### config.mk
export PLATFORM = sky130hd
export DESIGN_NAME = serial_adder
export DESIGN_NICKNAME = d
export VERILOG_FILES = /design/src/rtl/adder_pkg.sv /design/src/rtl/serial_adder_full_adder.sv /design/src/rtl/serial_adder.sv
export SDC_FILE = /design/constraint.sdc
export NUM_CORES = 1
export LEC_CHECK = 0
export BUFFER_PORTS_ARGS = -buffer_cell sky130_fd_sc_hd__buf_2
export CAP_MARGIN = 20
export CORE_MARGIN = 2
export CORE_UTILIZATION = 25
export CTS_CLUSTER_SIZE = 25
export DETAILED_ROUTE_END_ITERATION = 7
export PLACE_DENSITY = 0.41
export SLEW_MARGIN = 10
export SYNTH_ARGS = -nofsm -noshare
export SYNTH_HDL_FRONTEND = slang
export SYNTH_HIERARCHICAL = 1
export SYNTH_SLANG_ARGS = --single-unit
export TNS_END_PERCENT = 1
### constraint.sdc
create_clock -name clk -period 4.1 [get_ports clk]
set_input_delay 0.82 -clock clk [delete_from_list [all_inputs] [get_ports clk]]
set_output_delay 0.82 -clock clk [all_outputs]
set_load 0.005 [all_outputs]
### src/rtl/adder_pkg.sv
// Shared types and defaults for the bit-serial adder.
package adder_pkg;

  typedef enum logic [1:0] {
    IDLE  = 2'd0,
    SHIFT = 2'd1,
    DONE  = 2'd2
  } state_t;

  localparam int WIDTH_DEFAULT = 8;

endpackage

### src/rtl/serial_adder_full_adder.sv
// One-bit adder cells used by the serial adder: halfadder and full_adder (two halfadders + OR).
module halfadder (
  input  logic a,
  input  logic b,
  output logic s,
  output logic c
);

  assign s = a ^ b;
  assign c = a & b;

endmodule

module full_adder (
  input  logic a,
  input  logic b,
  input  logic cin,
  output logic s,
  output logic cout
);

  logic s1;
  logic c1;
  logic c2;

  halfadder u_ha0 (
    .a (a),
    .b (b),
    .s (s1),
    .c (c1)
  );

  halfadder u_ha1 (
    .a (s1),
    .b (cin),
    .s (s),
    .c (c2)
  );

  assign cout = c1 | c2;

endmodule

### src/rtl/serial_adder.sv
// Bit-serial adder: WIDTH cycles per add, LSB first, done pulses one cycle after the last bit.
// SERIAL_ADDER_OVF_EN adds a held two's-complement overflow output (ovf).
module serial_adder
  import adder_pkg::*;
#(
  parameter int WIDTH = WIDTH_DEFAULT
) (
  input  logic             clk,
  input  logic             rst,
  input  logic             start,
  input  logic [WIDTH-1:0] a,
  input  logic [WIDTH-1:0] b,
  input  logic             cin,
  output logic             busy,
  output logic             done,
  output logic [WIDTH-1:0] sum,
`ifdef SERIAL_ADDER_OVF_EN
  output logic             ovf,
`endif
  output logic             cout
);

  localparam int              CNT_W = $clog2(WIDTH);
  localparam logic [CNT_W-1:0] LAST = CNT_W'(WIDTH - 1);

  state_t           state;
  state_t           state_nxt;
  logic [WIDTH-1:0] a_sh;
  logic [WIDTH-1:0] b_sh;
  logic [WIDTH-1:0] sum_sh;
  logic [CNT_W-1:0] cnt;
  logic             carry;
  logic             cout_q;
  logic             fa_s;
  logic             fa_c;
  logic             load;
  logic             last_bit;
`ifdef SERIAL_ADDER_OVF_EN
  logic             ovf_q;
`endif

  full_adder u_fa (
    .a    (a_sh[0]),
    .b    (b_sh[0]),
    .cin  (carry),
    .s    (fa_s),
    .cout (fa_c)
  );

  assign last_bit = (cnt == LAST);

  always_comb begin
    state_nxt = state;
    busy      = 1'b0;
    done      = 1'b0;
    load      = 1'b0;
    case (state)
      IDLE: begin
        if (start) begin
          load      = 1'b1;
          state_nxt = SHIFT;
        end
      end
      SHIFT: begin
        busy = 1'b1;
        if (last_bit) state_nxt = DONE;
      end
      DONE: begin
        done = 1'b1;
        if (start) begin
          load      = 1'b1;
          state_nxt = SHIFT;
        end else begin
          state_nxt = IDLE;
        end
      end
      default: state_nxt = IDLE;
    endcase
  end

  always_ff @(posedge clk or posedge rst) begin
    if (rst) state <= IDLE;
    else     state <= state_nxt;
  end

  // Operands shift right so bit 0 always feeds the adder; sum bits enter at the MSB.
  always_ff @(posedge clk or posedge rst) begin
    if (rst) begin
      a_sh   <= '0;
      b_sh   <= '0;
      sum_sh <= '0;
      cnt    <= '0;
      carry  <= 1'b0;
      cout_q <= 1'b0;
`ifdef SERIAL_ADDER_OVF_EN
      ovf_q  <= 1'b0;
`endif
    end else if (load) begin
      a_sh  <= a;
      b_sh  <= b;
      carry <= cin;
      cnt   <= '0;
    end else if (state == SHIFT) begin
      a_sh   <= a_sh >> 1;
      b_sh   <= b_sh >> 1;
      sum_sh <= {fa_s, sum_sh[WIDTH-1:1]};
      carry  <= fa_c;
      if (last_bit) begin
        cout_q <= fa_c;
`ifdef SERIAL_ADDER_OVF_EN
        // On the last bit, a_sh[0]/b_sh[0] are the original operand sign bits.
        ovf_q  <= (a_sh[0] == b_sh[0]) && (fa_s != a_sh[0]);
`endif
      end else begin
        cnt <= cnt + 1'b1;
      end
    end
  end

  assign sum  = sum_sh;
  assign cout = cout_q;
`ifdef SERIAL_ADDER_OVF_EN
  assign ovf  = ovf_q;
`endif

endmodule

==> metrics <==
status complete, no violations; worst vdd ir 0.2484 mV; clock network power share 0.235; post-synth cell types 27; initial core utilization 0.2606; post-CTS setup buffers 0; Final #Nets 196; post-route cell area 1759 µm²; worst-path maximum fanout 24; post-CTS sizing 0; Setup Skew 0.007489 ns; HPWL Detailed 2045 µm; sequential-to-total area share from yosys stat 0.5340; Clock transition at path regs 0.07 ns; DR iter-0 viols 49; H-tree depth 2; ys async rst share 1.000; die height 80.23 µm; final worst slack 1.613 ns; Slew headroom 0.5037; die extent in x 80.23 µm; Routed WL 2869 µm; max_cap viols 0; commonest non-fill, non-tap cell in the layout dfrtp_1; Slew @ Worst Pin 0.7444 ns; Core ar. 5574 µm²; PortBufs 30; RSZ-0062 raised after global routing false; final period utilization 0.6066; Setup WS pre-CTS 1.878 ns; first-pass GRT wire length 4933 µm; Post-synth EDFFs 0; CTS tree built; # IOs 31; Synth top area share 0.5340; synth top area cells dfrtp_1 53%, nand2_1 6.7%, a21oi_1 5.5%, mux2i_1 4.1%, o22ai_1 3.9%; largest net degree at the start of global routing 25; GRT overflow 0; Fmax 402.1 MHz; DIE AREA 6436 µm²; combinational power share 0.342; vias in the first global route 1078; Critical Path Source state[0]$_DFFE_PP0P_; area leader, netlist dfrtp_1; # setup viols final 0; routed vias/inst 4.294; cts hold-fix bufs 0; crit path kind flop to output port; layout cells sized above 1 0.2486; Final TNS setup 0 ns; CP Capture Type output port; R2R depth 4; Hold WS 0.4749 ns; #FFs+latches synth 31; Area growth, synth to finish 21.10%; Main synth FF type dfrtp_1; Required @ worst endpoint 3.28 ns; gpl congestion 0.7836; Reg2Reg Setup Slack 2.28 ns; Final Critical Period 2.487 ns; DRC Markers 0; warnings from Yosys 6; drt pass-1 iters 4; pwr dens 754.5 nW/µm²; Antenna Nets Post-Route 0; clk sink count 31; Hold Vio Cnt, Final 0; CTS Buf Count 5; Tot GR Track Use 0.09974; Hold Crit Class flop to flop; Pint 865.2 µW; commonest non-fill, non-tap cells in the layout 31 x dfrtp_1, 30 x buf_2, 26 x nand2_1, 16 x a21oi_1, 11 x inv_1; diode count 0; Critical path destination busy; number of core rows 27; synthesized instance count 142; routed len/inst 11.71 µm; antenna violations before repair 0; DP Area 1642 µm²; Reg power frac 0.423; WP data arrival 1.67 ns; Sw Share 0.3482; Clock Path Buffers 2; syn nets 166; Finished Core Util 0.3156; via count 1052; worst r2r src state[0]$_DFFE_PP0P_; mapped cell area 1453 µm²; Clock Latency Late Sink 0.28 ns; Max Slew Vio Count 0; mean post-synth cell area 10.23 µm²; LEAKAGE 0.0008630 µW; Psw 462.2 µW; Startpoint Class flop; Root Buffer clkbuf_8; R2R Path End cout$_DFFE_PP0P_
[stage by stage]
| stage | power, µW | std cells |
|---|---|---|
| 2_1_floorplan | 926.3 | 142 |
| 5_1_grt | 1449 | 245 |
| 3_3_place_gp | 1023 | 237 |
| 4_1_cts | 1353 | 245 |
| 6_report | 1327 | 245 |
| 3_5_place_dp | 1038 | 237 |
[sequential cells by signal (all words and copies together), names as in the netlist]
name and flops:
a_sh 8, b_sh 8, sum 8, cnt 3, state 2, carry 1
cout 1
[layer usage]
metal | vias up | wire length (µm) | GRT usage
li1 | 543 | - | -
met1 | 480 | 1438 | 0.1328
met2 | 24 | 1224 | 0.1475
met3 | 5 | 170 | 0.03371
met4 | 0 | 36 | 0.04068
met5 | - | 0 | 0
[cells in the mapped netlist, types with 4 or more instances]
library cell,n
buf_2,4
inv_1,11
nand2_1,26
nor2b_1,8
mux2i_1,6
a21oi_1,16
dfrtp_1,31
ha_1,4
a211oi_1,6
o22ai_1,9
[power by group through the flow]
| stage | Sequential [µW] | Clock [µW] | Combinational, µW |
|---|---|---|---|
| CTS | 566 | 319 | 469 |
| detailed placement | 571 | 0 | 467 |
| global route | 585 | 332 | 532 |
| floorplan | 529 | 0 | 397 |
| finish | 562 | 312 | 454 |
| global placement | 567 | 0 | 456 |
[how the worst min path moves through the flow]
stage	startpoint	cells past startpoint	to	slack, ns
2_1_floorplan	a_sh[7]$_DFFE_PP0P_	1	a_sh[7]$_DFFE_PP0P_	0.47
5_1_grt	sum[0]$_DFFE_PP0P_	2	sum[0]$_DFFE_PP0P_	0.51
4_1_cts	sum[0]$_DFFE_PP0P_	2	sum[0]$_DFFE_PP0P_	0.48
3_3_place_gp	sum[0]$_DFFE_PP0P_	2	sum[0]$_DFFE_PP0P_	0.46
3_5_place_dp	sum[0]$_DFFE_PP0P_	2	sum[0]$_DFFE_PP0P_	0.46
6_report	sum[0]$_DFFE_PP0P_	2	sum[0]$_DFFE_PP0P_	0.47
[logic make-up after synthesis]
group	synth area share
compound gates	0.1593
xor+xnor	0.006030
fa+ha+maj	0.03445
buf+inv	0.07494
flops	0.5340
mux	0.05168
simple gates	0.1395
[cell type report]
cell class | instances | area (µm²)
timing repair buffer | 31 | 157.7
clock inverter | 2 | 35.03
multi-input combinational | 91 | 568.0
fill | 572 | 3815
sequential | 31 | 775.7
tap | 72 | 90.09
clock buffer | 6 | 82.58
inverter | 12 | 50.05
[critical path: stages, from the launching register on]
cell and delay, ns:
dfrtp_1 0.82, nand2b_4 0.27, inv_6 0.16, buf_2 0.12
Note: power is estimated with default switching activity, not from simulation.
